--- config.mk ---
export PLATFORM = sky130hd
export DESIGN_NAME = mac4_seq_ctrl
export DESIGN_NICKNAME = d
export VERILOG_FILES = /design/src/rtl/mac4_pkg.sv /design/src/rtl/mac4_addr_gen.sv /design/src/rtl/mac4_seq_ctrl.sv
export SDC_FILE = /design/constraint.sdc
export NUM_CORES = 1
export LEC_CHECK = 0
export BUFFER_PORTS_ARGS = -buffer_cell sky130_fd_sc_hd__buf_2
export CAP_MARGIN = 20
export CORE_MARGIN = 2
export CORE_UTILIZATION = 30
export CTS_CLUSTER_DIAMETER = 60
export DETAILED_ROUTE_END_ITERATION = 16
export HOLD_SLACK_MARGIN = 0.08
export PLACE_DENSITY = 0.59
export SLEW_MARGIN = 20
export SYNTH_ARGS = -nofsm -noshare
export SYNTH_HDL_FRONTEND = slang
export SYNTH_SLANG_ARGS = --single-unit
export TNS_END_PERCENT = 10
--- constraint.sdc ---
create_clock -name clk -period 5.6 [get_ports clk]
set_clock_uncertainty 0.05 [all_clocks]
set_input_delay 0.28 -clock clk [delete_from_list [all_inputs] [get_ports clk]]
set_output_delay 0.28 -clock clk [all_outputs]
set_load 0.01 [all_outputs]
--- src/rtl/mac4_pkg.sv ---
// Shared types and timing constants for the 4-lane MAC sequencer.
package mac4_pkg;

    typedef enum logic [1:0] {
        IDLE  = 2'd0,
        ISSUE = 2'd1,
        DRAIN = 2'd2,
        HOLD  = 2'd3
    } state_t;

    // Operand buffer read latency and PE register latency, in cycles.
    localparam int MAC4_RD_LAT = 1;
    localparam int MAC4_PE_LAT = 1;

    // Cycles between the last read issue and the final PE sum being valid.
    localparam int MAC4_DRAIN_LEN = MAC4_RD_LAT + MAC4_PE_LAT;

endpackage

--- src/rtl/mac4_addr_gen.sv ---
// Operand address generator: holds the job's base addresses, group count
// and current group index; addresses wrap modulo 2^ADDR_WIDTH.
module mac4_addr_gen #(
    parameter int ADDR_WIDTH = 10,
    parameter int LEN_WIDTH  = 8
) (
    input  logic                  clk,
    input  logic                  rst_n,
    input  logic                  load,
    input  logic                  advance,
    input  logic [ADDR_WIDTH-1:0] feat_base,
    input  logic [ADDR_WIDTH-1:0] wgt_base,
    input  logic [LEN_WIDTH-1:0]  len,
    output logic [ADDR_WIDTH-1:0] feat_addr,
    output logic [ADDR_WIDTH-1:0] wgt_addr,
    output logic                  first_grp,
    output logic                  last_grp
);

    logic [ADDR_WIDTH-1:0] feat_base_q;
    logic [ADDR_WIDTH-1:0] wgt_base_q;
    logic [LEN_WIDTH-1:0]  len_q;
    logic [LEN_WIDTH-1:0]  grp;

    // Latch the job on load, then step the group index once per issued read.
    always_ff @(posedge clk) begin
        if (!rst_n) begin
            feat_base_q <= '0;
            wgt_base_q  <= '0;
            len_q       <= '0;
            grp         <= '0;
        end else if (load) begin
            feat_base_q <= feat_base;
            wgt_base_q  <= wgt_base;
            len_q       <= len;
            grp         <= '0;
        end else if (advance) begin
            grp <= grp + LEN_WIDTH'(1);
        end
    end

    assign feat_addr = feat_base_q + ADDR_WIDTH'(grp);
    assign wgt_addr  = wgt_base_q + ADDR_WIDTH'(grp);
    assign first_grp = (grp == '0);
    // Only consulted while issuing, where len_q is at least 1.
    assign last_grp  = (grp == len_q - LEN_WIDTH'(1));

endmodule

--- src/rtl/mac4_seq_ctrl.sv ---
// Sequencer for one 4-lane MAC PE: issues operand reads for len groups,
// drives the PE acc control, and returns the final sum on a result port.
// Optional macro MAC4_SEQ_PERF_EN adds saturating busy/stall counters.
//
// Handshakes (start_*, res_*): a transfer happens on a rising clk edge where
// valid && ready are both 1; the sender holds valid and its payload stable
// until that edge, and ready never depends combinationally on valid.
module mac4_seq_ctrl
    import mac4_pkg::*;
#(
    parameter int ADDR_WIDTH   = 10,
    parameter int LEN_WIDTH    = 8,
    parameter int PE_OUT_WIDTH = 16
`ifdef MAC4_SEQ_PERF_EN
    , parameter int PERF_WIDTH = 32
`endif
) (
    input  logic                    clk,
    input  logic                    rst_n,
    input  logic                    start_valid,
    output logic                    start_ready,
    input  logic [ADDR_WIDTH-1:0]   feat_base,
    input  logic [ADDR_WIDTH-1:0]   wgt_base,
    input  logic [LEN_WIDTH-1:0]    len,
    output logic                    rd_en,
    output logic [ADDR_WIDTH-1:0]   feat_addr,
    output logic [ADDR_WIDTH-1:0]   wgt_addr,
    output logic                    mac_acc,
    input  logic [PE_OUT_WIDTH-1:0] mac_sum,
    output logic                    res_valid,
    input  logic                    res_ready,
    output logic [PE_OUT_WIDTH-1:0] res_data,
    output logic                    busy,
    output state_t                  dbg_state
`ifdef MAC4_SEQ_PERF_EN
    ,
    output logic [PERF_WIDTH-1:0]   perf_busy_cyc,
    output logic [PERF_WIDTH-1:0]   perf_stall_cyc
`endif
);

    localparam logic [1:0] DRAIN_LAST = 2'(MAC4_DRAIN_LEN - 1);

    state_t     state;
    logic [1:0] drain_cnt;
    logic       start_fire;
    logic       first_grp;
    logic       last_grp;
    logic       ag_load;
    logic       ag_advance;

    assign start_fire = (state == IDLE) && start_valid && start_ready;
    assign ag_load    = start_fire;
    assign ag_advance = (state == ISSUE) && !last_grp;
    assign dbg_state  = state;

    mac4_addr_gen #(
        .ADDR_WIDTH (ADDR_WIDTH),
        .LEN_WIDTH  (LEN_WIDTH)
    ) u_addr_gen (
        .clk       (clk),
        .rst_n     (rst_n),
        .load      (ag_load),
        .advance   (ag_advance),
        .feat_base (feat_base),
        .wgt_base  (wgt_base),
        .len       (len),
        .feat_addr (feat_addr),
        .wgt_addr  (wgt_addr),
        .first_grp (first_grp),
        .last_grp  (last_grp)
    );

    // Job FSM with registered handshake, read strobe and result outputs.
    always_ff @(posedge clk) begin
        if (!rst_n) begin
            state       <= IDLE;
            drain_cnt   <= '0;
            rd_en       <= 1'b0;
            res_valid   <= 1'b0;
            res_data    <= '0;
            start_ready <= 1'b1;
            busy        <= 1'b0;
        end else begin
            case (state)
                IDLE: begin
                    if (start_fire) begin
                        start_ready <= 1'b0;
                        busy        <= 1'b1;
                        if (len == '0) begin
                            // Empty dot product: nothing to read, result is zero.
                            state     <= HOLD;
                            res_data  <= '0;
                            res_valid <= 1'b1;
                        end else begin
                            state <= ISSUE;
                            rd_en <= 1'b1;
                        end
                    end
                end
                ISSUE: begin
                    if (last_grp) begin
                        state     <= DRAIN;
                        rd_en     <= 1'b0;
                        drain_cnt <= '0;
                    end
                end
                DRAIN: begin
                    // Wait out read + PE latency so mac_sum includes the last group.
                    if (drain_cnt == DRAIN_LAST) begin
                        state     <= HOLD;
                        res_data  <= mac_sum;
                        res_valid <= 1'b1;
                    end else begin
                        drain_cnt <= drain_cnt + 2'd1;
                    end
                end
                HOLD: begin
                    if (res_ready) begin
                        state       <= IDLE;
                        res_valid   <= 1'b0;
                        start_ready <= 1'b1;
                        busy        <= 1'b0;
                    end
                end
                default: state <= IDLE;
            endcase
        end
    end

    // Delay the accumulate flag by the read latency so it lines up with PE data.
    always_ff @(posedge clk) begin
        if (!rst_n) begin
            mac_acc <= 1'b0;
        end else begin
            mac_acc <= rd_en && !first_grp;
        end
    end

`ifdef MAC4_SEQ_PERF_EN
    // Saturating busy-cycle and result-stall counters.
    always_ff @(posedge clk) begin
        if (!rst_n) begin
            perf_busy_cyc  <= '0;
            perf_stall_cyc <= '0;
        end else begin
            if (busy && (perf_busy_cyc != '1)) begin
                perf_busy_cyc <= perf_busy_cyc + PERF_WIDTH'(1);
            end
            if ((state == HOLD) && !res_ready && (perf_stall_cyc != '1)) begin
                perf_stall_cyc <= perf_stall_cyc + PERF_WIDTH'(1);
            end
        end
    end
`endif

endmodule

* Word-level counts from Yosys, hierarchy flattened
Cells that the tools add are included.
Storage, ports and cells: input bits 48, word-level logic and storage cells 78, memories 0, latch bits 0, bits in writable memories 0, bits in read-only memories 0, bits in registers 61, output and inout port bits 43
Cells by class: muxes and demuxes 27, add/subtract/negate cells 5, shift-type cells 0, bitwise logic cells 1, equal/unequal tests 12, multipliers 0, $lt $le $gt $ge 0, div/mod/pow operators 0, reductions and logical operators 21
Operator list (count):
- 16-bit 2-to-1 mux | 3
- 16-bit case mux with 2 select lines | 1
- 10-bit by 8-bit adder with 10-bit output | 2
- 8-bit logical NOT | 2
- 2-bit 2-to-1 mux | 7
- 2-bit != test (second input constant) | 6
- 4-bit AND reduction | 3
- 1-bit 2-to-1 mux | 10
- 8-bit by 1-bit adder with 8-bit output (second input constant) | 1
- 8-bit == test | 1
- 2-bit case mux with 4 select lines | 1
- 2-bit nonzero test | 4
- 8-bit by 1-bit subtractor with 8-bit output (second input constant) | 1
- 1-bit case mux with 2 select lines | 3
- 3-bit AND reduction | 2
- 5-bit AND reduction | 1
- 2-bit by 1-bit == test with 1-bit output (second input constant) | 2
- 2-bit == test (second input constant) | 2
- 1-bit logical AND | 4
- 2-bit case mux with 2 select lines | 1
- 1-bit case mux with 3 select lines | 1
- 3-bit nonzero test | 1
- 2-bit by 1-bit adder with 2-bit output (second input constant) | 1
- 1-bit logical NOT | 2
- 4 further kinds | 4

* Logic depth before layout (Yosys ltp)
Gate-level depths: netlist of run 1.
word-level depth 5, mapped depth 9, gate-level depth less buffers 9

* Modules after synthesis
From an unflattened synthesis of run 1, not the netlist that was laid out.
Second synthesis, totals: cells, all modules 404, area total of the unflattened synthesis 3686.0 sq um
Modules (own cells, without submodules):
- mac4_addr_gen | seq. area each 720.7 sq um, instances 1, area an instance 2436.1 sq um, cells an instance 267
- mac4_seq_ctrl | seq. area each 500.5 sq um, instances 1, area an instance 1249.9 sq um, cells an instance 137

* Least setup slack after synthesis of run 1
OpenSTA, ideal clock, no wires.
kind reg-to-output, from register u_addr_gen.grp[0], to output port feat_addr[8], stages on the path, launching flop included 10, required time 5.270 ns, path buffers 0, setup slack 3.341 ns, arrival time 1.929 ns, cells stage by stage dfxtp_1 > ha_1 > inv_1 > fa_1 > nor2b_1 > o21ai_0 > a21boi_0 > o21ai_0 > a21oi_1 > xor2_1
On the way: cells in the longest elaborated chain, start to end 1
RTL lines:
- from (decl) | line mac4_addr_gen.sv:23 | logic [LEN_WIDTH-1:0] grp;
- from (signal assigned) | line mac4_addr_gen.sv:38 | grp <= grp + LEN_WIDTH'(1);
- 10-bit by 8-bit adder with 10-bit output | line mac4_addr_gen.sv:42 | assign feat_addr = feat_base_q + ADDR_WIDTH'(grp);
- to (decl) | line mac4_seq_ctrl.sv:26 | output logic [ADDR_WIDTH-1:0] feat_addr,
No other way between the ends.

* Worst setup path in the final report of run 1
Same ends and word-level chain as after synthesis.

==> results.py, run 1 <==
metrics = {
    "floorplan": {
        "core_mm2": 0.0120,
        "ioPinCount": 91,
        "row_count": 40,
        "initial_core_util": 0.307,
        "die_height_um": 115,
        "fp.dieW_um": 115,
        "die_area_mm2": 0.0132,
    },
    "finish": {
        "final_cells": 674,
        "drive_gt1_frac": 0.262,
        "diodes": 0,
        "fin_area_mm2": 0.00458,
        "area_growth_syn_to_layout_pct": 24.2,
        "nets": 596,
    },
    "setup_path": {
        "path_class": "reg2out",
        "cp.required_ns": 5.27,
        "worstPathMaxFanout": 7,
        "end_kind": "output pin",
        "cp.arrival_ns": 2.57,
        "start_kind": "flop",
    },
    "clock_tree": {
        "root_buffer": "clkbuf_16",
        "clockBufferDepth": 2,
        "htree_num_levels": 3,
        "cts.clk_slew.worst_paths_ns": 0.05,
        "post-cts-setup-buffers": 0,
        "cts_buffers": 9,
        "clkSinkCount": 61,
        "clock_latency_ns": 0.33,
        "cts_tree": "done",
        "cts_resized": 0,
        "cts_hold_buf": 0,
    },
    "logic_synthesis": {
        "ys_seq_area_frac": 0.332,
        "synth_nets": 513,
        "yosys_warnings": 0,
        "synthCells": 439,
        "synth-main-ff-cell": "dfxtp_1",
        "post_synth.cell_area_avg_um2": 8.39,
        "synth_area_leaders": "dfxtp_1 33%, nand2_1 9.0%, ha_1 8.2%",
        "synthArstFlopShare": 0,
        "synth_edf_count": 0,
        "ys_ff_latch": 61,
        "syn_area_mm2": 0.00368,
        "yosysTopAreaCell": "dfxtp_1",
        "synth.distinct_cells": 50,
        "netlist.area_leader.share": 0.332,
    },
    "timing": {
        "post-route-min-period_ns": 2.90,
        "fin_tns_setup_ns": 0,
        "rsz0062_at_grt": "false",
        "timing.hold.ws_ns": 0.151,
        "max_freq_ghz": 0.345,
        "hold_violations": 0,
        "max_slew_margin": 0.413,
        "drv_slew": 0,
        "fin_crit_sh": 0.518,
        "tightest_slew_ns": 0.880,
        "setup_slack_ns": 2.70,
        "setup_viol": 0,
    },
    "routing": {
        "post-route-drc-count": 0,
        "ant_nets": 0,
        "routed_wl_um": 9140,
        "firstDrtPassIters": 4,
        "route.vias.total": 3339,
        "routedWlPerCell_um": 13.6,
        "drt_iter0_markers": 259,
        "viasPerCell": 4.95,
    },
    "power_and_ir_drop": {
        "p_leak_nw": 2.00,
        "swShare": 0.302,
        "p_sw_mw": 0.463,
        "p_int_mw": 1.07,
        "seqPwrFrac": 0.339,
        "pwr_density_cell_mw_per_mm2": 335,
        "max-vdd-ir-drop_uv": 121,
        "combPwrFrac": 0.247,
        "p_clk_frac": 0.414,
    },
    "grt": {
        "grt_pass1_wl_um": 15100,
        "grt_busiest_layer": "met2",
        "grt_use_met2": 0.252,
        "track_usage": 0.145,
        "grt_pass1_vias": 3267,
        "grt.met3_usage": 0.0248,
        "antenna_found_initial": 0,
        "grt_start_max_net_pins": 57,
        "grt_overflow_total": 0,
        "use_met1": 0.174,
    },
    "flow_run": {
        "cap_violations": 0,
    },
    "placed_design": {
        "post-place-ws_ns": 3.05,
        "place_hpwl_um": 6650,
        "place_congestion": 0.807,
        "port_buffers": 90,
        "dp_cells": 658,
        "dpl-instance-area_mm2": 0.00423,
    },
    "hold_path": {
        "hold_path.class": "in2reg",
    },
    "status": {
        "status": "completed",
    },
}
[critical path, cell delays in order (launching register included)]
cell and delay (ns):
dfxtp_1 0.46, ha_1 0.21, inv_1 0.05, fa_1 0.40, nor2b_1 0.12, o21ai_0 0.11, a21boi_0 0.28, o21ai_0 0.14
a21oi_1 0.18, xor2_1 0.15, buf_2 0.14
[synthesized netlist by cell type (2+ instances only)]
cell      instances
nand4_1           4
or4_4             2
a22oi_1           6
a21o_1            2
nand2_1          88
clkbuf_1         15
ha_1             24
a41oi_1           3
xnor2_1          19
nand3_1           5
nor3_1           13
inv_1            19
nor3b_1           2
or3_1             2
dfxtp_1          61
o21ai_0          15
and3_1            3
mux2i_1          10
xor2_1            6
a22oi_2          10
nor2b_1          12
o21a_1            2
nor2b_2          10
nor2_1           16
buf_2             3
a21oi_1          21
nand2b_1         10
a21boi_0         33
fa_1              2
[cell families (layout without fill, tap and decap cells)]
logic type / count (synthesis) / count (layout) / synth area share
simple gates: 174 / 174 / 0.234
compound gates: 102 / 102 / 0.202
flops: 61 / 61 / 0.332
buf+inv: 40 / 128 / 0.0499
fa+ha+maj: 26 / 26 / 0.0924
xor+xnor: 25 / 25 / 0.0594
mux: 11 / 11 / 0.0302
[power by group through the flow]
stage / clock, mW / sequential, mW / combinational, mW
detailed placement: 0 / 0.529 / 0.385
finish: 0.635 / 0.519 / 0.379
CTS: 0.656 / 0.519 / 0.386
floorplan: 0 / 0.523 / 0.266
global placement: 0 / 0.527 / 0.377
global route: 0.673 / 0.525 / 0.431
[cells in the final DEF, fill, tap and decap left out, types with 2 or more instances in the layout]
master     netlist  final
nand3_1          5      5
a21boi_0        33     33
clkbuf_16        0      9
a22oi_2         10     10
or4_4            2      2
nor2b_1         12     12
o21a_1           2      2
o21ai_0         15     15
inv_1           19     19
or3_1            2      2
mux2i_1         10     10
nor3_1          13     13
nand2b_1        10     10
a22oi_1          6      6
dfxtp_1         61     61
xnor2_1         19     19
fa_1             2      2
nand2_1         88     88
and3_1           3      3
a21o_1           2      2
clkbuf_8         1      4
nand4_1          4      4
a21oi_1         21     21
nor2_1          16     15
bufinv_16        0      2
buf_4            1      3
xor2_1           6      6
ha_1            24     24
buf_2            3     90
nor2b_2         10     10
nor3b_1          2      2
a41oi_1          3      3
[layer usage]
layer | part of all wire | up-vias
li1 | - | 1673
met1 | 0.43 | 1563
met2 | 0.50 | 84
met3 | 0.045 | 19
met4 | 0.025 | 0
met5 | 0 | -
[final cells by class]
| type | instances | area, µm² |
|---|---|---|
| flip-flops and latches | 61 | 1220 |
| well taps | 147 | 184 |
| multi-input cells | 338 | 2280 |
| clock buffers | 13 | 280 |
| fillers | 1233 | 7440 |
| repair buffers | 93 | 473 |
| inverters | 19 | 71.3 |
| clock inverters | 3 | 65.1 |
[worst paths after layout]
| path | startpoint | endpoint | slack, ns | cells after the start |
|---|---|---|---|---|
| worst max register to register | dbg_state[0] | u_addr_gen.grp[2] | 3.25 | 7 |
| worst min-delay path | feat_base[8] | u_addr_gen.feat_base_q[8] | 0.15 | 3 |
| worst min register to register | u_addr_gen.wgt_base_q[4] | u_addr_gen.wgt_base_q[4] | 0.42 | 2 |
| worst max-delay path | u_addr_gen.grp[0] | feat_addr[8] | 2.70 | 10 |
[metrics by stage]
step	utilization	power (mW)
floorplan	-	0.789
global placement	0.352	0.904
detailed placement	0.352	0.913
CTS	0.381	1.56
global route	0.381	1.63
finish	0.381	1.53
[registers in the layout, summed over array words and instances (netlist names)]
name	cells
u_addr_gen.wgt_base_q	10
res_data	16
start_ready	1
u_addr_gen.grp	8
res_valid	1
rd_en	1
dbg_state	2
busy	1
u_addr_gen.len_q	8
drain_cnt	2
mac_acc	1
u_addr_gen.feat_base_q	10
No activity file was read; power rests on OpenSTA's default activity.
==> run 2, diff against run 1 <==
Clock period 5.6 ns to 2.7 ns, I/O delays scaled along.
==> run 2 against run 1 <==
Flip-flop and latch count unchanged. Design area up 9.0%. Cell count up 7.0%. Worst setup slack worse by 2.5 ns. Non-clock buffer count up 48. First-iteration DRC count down 34%. Combinational power up 130%. Largest power group is now sequential cells. Highest routed layer unchanged. Sequential share of layout area down 2.1 points. Register-to-register slack worse by 2.8 ns. Sequential power up 110%. Total power up 95%. Clock power up 67%.
==> results.py, run 2 (synthesis gave the netlist of run 1 again) <==
metrics = {
    "status": {
        "status": "completed",
    },
    "placed_design": {
        "place_hpwl_um": 6760,
        "port_buffers": 90,
        "place_congestion": 0.835,
        "post-place-ws_ns": 0.292,
    },
    "clock_tree": {
        "clkSinkCount": 61,
        "cts_buffers": 9,
        "htree_num_levels": 3,
        "cts_tree": "done",
        "cts.clk_slew.worst_paths_ns": 0.05,
        "root_buffer": "clkbuf_16",
        "clock_latency_ns": 0.32,
        "clockBufferDepth": 2,
    },
    "timing": {
        "setup_viol": 0,
        "tightest_slew_ns": 0.573,
        "setup_slack_ns": 0.158,
        "fin_tns_setup_ns": 0,
        "rsz0062_at_grt": "true",
        "post-route-min-period_ns": 2.54,
        "max_slew_margin": 0.617,
        "max_freq_ghz": 0.393,
        "drv_slew": 0,
        "hold_violations": 0,
        "fin_crit_sh": 0.941,
    },
    "setup_path": {
        "rrSetupSlack_ns": 0.50,
        "start_kind": "flop",
        "cp.required_ns": 2.52,
        "worstPathMaxFanout": 7,
        "path_class": "reg2out",
        "cp.arrival_ns": 2.36,
        "r2r_cells": 8,
        "end_kind": "output pin",
        "r2r-end": "u_addr_gen.grp[0]",
        "r2r_start": "u_addr_gen.len_q[0]",
    },
    "power_and_ir_drop": {
        "total_power_mw": 3.00,
        "pwr_density_cell_mw_per_mm2": 601,
        "max-vdd-ir-drop_uv": 245,
        "p_leak_nw": 2.18,
    },
    "flow_run": {
        "cap_violations": 0,
    },
    "finish": {
        "mostFrequentLayoutCell": "buf_2",
        "drive_gt1_frac": 0.247,
        "nets": 644,
        "largest-register": "res_data",
        "largest_reg_flops": 16,
        "biggestRegsByFlops": "res_data x16, u_addr_gen.feat_base_q x10, u_addr_gen.wgt_base_q x10",
        "layout_common_cells": "90 x buf_2, 88 x nand2_1, 58 x dfxtp_1, 44 x dlygate4sd3_1, 31 x a21boi_0",
        "diodes": 0,
        "area_growth_syn_to_layout_pct": 35.4,
    },
    "grt": {
        "use_met1": 0.172,
        "grt_busiest_layer": "met2",
        "antenna_found_initial": 0,
        "track_usage": 0.145,
        "grt_overflow_total": 0,
        "grt_use_met2": 0.265,
        "grt_pass1_wl_um": 15300,
        "grt.met3_usage": 0.0290,
        "grt_start_max_net_pins": 39,
        "grt_pass1_vias": 3373,
    },
    "routing": {
        "routed_wl_um": 9420,
        "firstDrtPassIters": 4,
        "ant_nets": 0,
        "drt_iter0_markers": 170,
        "viasPerCell": 4.76,
        "post-route-drc-count": 0,
        "routedWlPerCell_um": 13.1,
        "route.vias.total": 3433,
    },
    "hold_path": {
        "min_to": "start_ready",
        "hold_path.class": "in2reg",
        "min_from": "res_ready",
        "worstHoldPathCells": 3,
    },
    "floorplan": {
        "die_area_mm2": 0.0132,
        "core_mm2": 0.0120,
        "fp.dieW_um": 115,
        "ioPinCount": 91,
        "initial_core_util": 0.307,
        "die_height_um": 115,
        "row_count": 40,
    },
}
[run 2: changes by cell type in the layout (fill, tap and decap cells not counted), sizes merged]
cell         delta
bufinv          -2
dlygate4sd3    +44
clkbuf          +1
buf             +4
[run 2: per-layer routing]
metal	share of wire	wire (µm)
met4	0.010	96
met5	0	0
met1	0.45	4220
met3	0.036	336
met2	0.51	4760
[run 2: worst max path at each step]
stage / startpoint / to / slack, ns
finish: u_addr_gen.grp[0] / feat_addr[8] / 0.16
global route: u_addr_gen.grp[0] / feat_addr[8] / -0.0006
CTS: u_addr_gen.grp[0] / feat_addr[8] / 0.04
detailed placement: u_addr_gen.grp[0] / feat_addr[8] / 0.29
global placement: u_addr_gen.grp[0] / feat_addr[8] / 0.36
floorplan: u_addr_gen.grp[0] / feat_addr[8] / 0.59
[run 2: final cells by class]
class                      count  area (µm²)
inverter                      19        71.3
sequential                    61        1230
fill                        1230        7030
tap                          147         184
timing repair buffer         141         943
multi-input combinational    338        2280
clock inverter                 1        5.00
clock buffer                  14         274
[run 2: stage by stage]
| stage | hold slack [ns] | cells | instance area [µm²] | utilization |
|---|---|---|---|---|
| after floorplan | 0.230 | 439 | 3680 | - |
| after global placement | 0.336 | 661 | 4250 | 0.354 |
| after detailed placement | 0.348 | 661 | 4250 | 0.354 |
| after CTS | 0.0886 | 720 | 4970 | 0.414 |
| after global routing | 0.114 | 721 | 4990 | 0.415 |
| final | 0.105 | 721 | 4990 | 0.415 |
[run 2: power by group]
part	switching, mW	leakage (nW)	internal (mW)	total, mW
clock	0.372	0.139	0.689	1.06
sequential	0.0868	0.498	0.994	1.08
combinational	0.476	1.54	0.379	0.855
total	0.935	2.18	2.06	3.00
[run 2: what timing repair did]
item,in CTS,in global routing
hold buffers,44,0
resized for setup,2,5
endpoints found under the hold margin,44,0
setup buffers,0,1
pin swaps,0,3
endpoints found under the setup margin,4,4
[run 2: worst max-delay path, stage by stage, from the launching register on]
cell	delay (ns)
dfxtp_4	0.38
ha_1	0.18
inv_1	0.06
fa_1	0.39
nor2b_1	0.12
o21ai_0	0.12
a21boi_1	0.19
o21ai_0	0.12
a21oi_1	0.18
xor2_1	0.15
buf_2	0.14
==> run 3, diff against run 2 <==
Settings changed: ABC_AREA set to 1, SLEW_MARGIN 20 to unset.
==> run 3 against run 2 <==
Largest power group is now combinational logic. Design area decreased by 4.4%. Flip-flop and latch count unchanged. Register-to-register slack got worse by 0.05 ns. Area after synthesis decreased by 5.8%. Hold slack got worse by 0.025 ns. Global-route usage increased by 1.5 points. Synthesized cell count increased by 14%. Sequential power increased by 10%. First-iteration DRC count decreased by 26%. Critical path type unchanged.
==> results.py, run 3 <==
metrics = {
    "flow_run": {
        "cap_violations": 0,
    },
    "clock_tree": {
        "htree_num_levels": 3,
        "root_buffer": "clkbuf_16",
        "clockBufferDepth": 2,
        "clkSinkCount": 61,
        "clock_latency_ns": 0.33,
        "cts.clk_slew.worst_paths_ns": 0.05,
        "cts_tree": "done",
        "cts_buffers": 9,
    },
    "finish": {
        "fin_area_mm2": 0.00476,
        "diodes": 0,
        "biggestRegsByFlops": "res_data x16, u_addr_gen.feat_base_q x10, u_addr_gen.wgt_base_q x10",
        "area_growth_syn_to_layout_pct": 37.3,
        "layout_common_cells": "159 x nand2_1, 90 x buf_2, 68 x a21oi_1, 59 x dfxtp_1, 56 x inv_1",
        "mostFrequentLayoutCell": "nand2_1",
        "final_cells": 779,
        "largest-register": "res_data",
        "nets": 706,
        "largest_reg_flops": 16,
        "drive_gt1_frac": 0.193,
        "final.fill_count": 1169,
    },
    "logic_synthesis": {
        "synthArstFlopShare": 0,
        "synth.distinct_cells": 31,
        "synth_nets": 575,
        "syn_area_mm2": 0.00347,
        "synth_top_cells_by_count": "159 x nand2_1, 68 x a21oi_1, 61 x dfxtp_1, 56 x inv_1, 30 x nor2_1",
        "yosysTopAreaCell": "dfxtp_1",
        "yosys_warnings": 0,
        "synth_area_leaders": "dfxtp_1 35%, nand2_1 17%, a21oi_1 9.8%",
        "post_synth.cell_area_avg_um2": 6.93,
        "synthCells": 501,
        "synth-main-ff-cell": "dfxtp_1",
        "synth_edf_count": 0,
        "netlist.area_leader.share": 0.352,
        "yosysMostFrequentCell": "nand2_1",
        "ys_seq_area_frac": 0.352,
        "ys_ff_latch": 61,
    },
    "routing": {
        "drt_iter0_markers": 126,
        "route.vias.total": 3552,
        "routedWlPerCell_um": 12.4,
        "post-route-drc-count": 0,
        "viasPerCell": 4.56,
        "ant_nets": 0,
        "firstDrtPassIters": 4,
        "routed_wl_um": 9680,
    },
    "floorplan": {
        "ioPinCount": 91,
        "core_mm2": 0.0114,
        "die_height_um": 112,
        "row_count": 39,
        "initial_core_util": 0.305,
        "die_area_mm2": 0.0124,
        "fp.dieW_um": 112,
    },
    "status": {
        "status": "completed",
    },
    "hold_path": {
        "hold_path.class": "in2reg",
        "min_from": "len[6]",
    },
    "placed_design": {
        "place_hpwl_um": 6830,
        "dp_cells": 722,
        "place_congestion": 0.909,
        "dpl-instance-area_mm2": 0.00406,
        "port_buffers": 90,
    },
    "power_and_ir_drop": {
        "p_leak_nw": 2.27,
        "pwr_density_cell_mw_per_mm2": 827,
        "max-vdd-ir-drop_uv": 416,
    },
    "grt": {
        "track_usage": 0.160,
        "grt_use_met2": 0.280,
        "antenna_found_initial": 0,
        "grt_overflow_total": 0,
        "use_met1": 0.196,
        "grt_pass1_wl_um": 16200,
        "grt_busiest_layer": "met2",
        "grt_pass1_vias": 3560,
        "grt_start_max_net_pins": 41,
        "grt.met3_usage": 0.0348,
    },
    "setup_path": {
        "start_kind": "flop",
        "end_kind": "output pin",
        "worstPathMaxFanout": 8,
        "path_class": "reg2out",
        "cp.required_ns": 2.52,
        "r2r_start": "dbg_state[0]",
        "critPathLaunch": "u_addr_gen.grp[4]",
        "cp.arrival_ns": 2.30,
    },
    "timing": {
        "post-route-min-period_ns": 2.48,
        "drv_slew": 0,
        "setup_viol": 0,
        "hold_violations": 0,
        "rsz0062_at_grt": "false",
        "max_freq_ghz": 0.403,
        "tightest_slew_ns": 0.729,
        "fin_crit_sh": 0.919,
        "max_slew_margin": 0.514,
        "fin_tns_setup_ns": 0,
    },
}
## run 3: cell types whose count changed in the layout (fill, tap and decap cells not counted), moves of 12 or more
cell and delta:
nand2_1 +71, a21oi_1 +47, inv_1 +37, a21boi_0 -30
nor2_1 +15, xnor2_1 -13, nor2b_1 -12
## run 3: final timing paths
path	endpoint	slack, ns	cells past startpoint
min reg2reg	res_data[14]	0.41	2
max reg2reg	res_data[15]	0.45	10
min	u_addr_gen.len_q[6]	0.08	3
max	feat_addr[7]	0.22	8
## run 3: logic make-up after synthesis
logic type / count (synthesis) / share of synthesized area
flip-flops: 61 / 0.352
XOR/XNOR: 22 / 0.0555
AO/OA/AOI/OAI: 97 / 0.146
adder cells (fa/ha/maj): 26 / 0.0981
AND/OR/NAND/NOR: 220 / 0.262
buffers and inverters: 75 / 0.0862
## run 3: final cells by class
| type | count | area, µm² | share of cell area |
|---|---|---|---|
| multi-input cells | 365 | 1960 | 0.411 |
| flip-flops and latches | 61 | 1220 | 0.257 |
| repair buffers | 135 | 891 | 0.187 |
| inverters | 60 | 233 | 0.0488 |
| clock buffers | 10 | 229 | 0.0481 |
| well taps | 143 | 179 | 0.0376 |
| clock inverters | 5 | 52.6 | 0.0110 |
## run 3: metal layers
layer | wire length [µm] | vias to the layer above
met2 | 4620 | 90
li1 | - | 1868
met1 | 4350 | 1584
met5 | 0 | -
met4 | 119 | 0
met3 | 586 | 10
## run 3: worst max-delay path, cell delays in order (launching register included)
cell and delay [ns]:
dfxtp_1 0.53, ha_1 0.35, a21oi_1 0.16, o21ai_0 0.12, a21oi_1 0.22, o21ai_0 0.11, a21oi_1 0.16, xor2_1 0.17
buf_2 0.15
## run 3: metrics by stage
stage                     hold slack [ns]  setup WS [ns]  total power, mW   util
after floorplan                     0.229          0.644             2.37      -
after detailed placement            0.341          0.310             2.81  0.357
final                              0.0800          0.218             3.94  0.419
after CTS                          0.0832         0.0244             3.98  0.418
after global placement              0.337          0.386             2.78  0.357
after global routing                0.121        0.00311             4.26  0.419
## run 3: timing repair
item                                    CTS  global route
endpoints found under the hold margin    41             0
pin swaps                                 0             1
hold buffers                             41             0
buffers inserted                          0             1
endpoints found under the setup margin    1             2
resized for setup                         1             5
## run 3: report_power, final
part	internal (mW)	total (mW)	switching (mW)
registers	1.07	1.19	0.118
logic	0.590	1.64	1.05
clock network	0.703	1.11	0.405
total	2.36	3.94	1.58
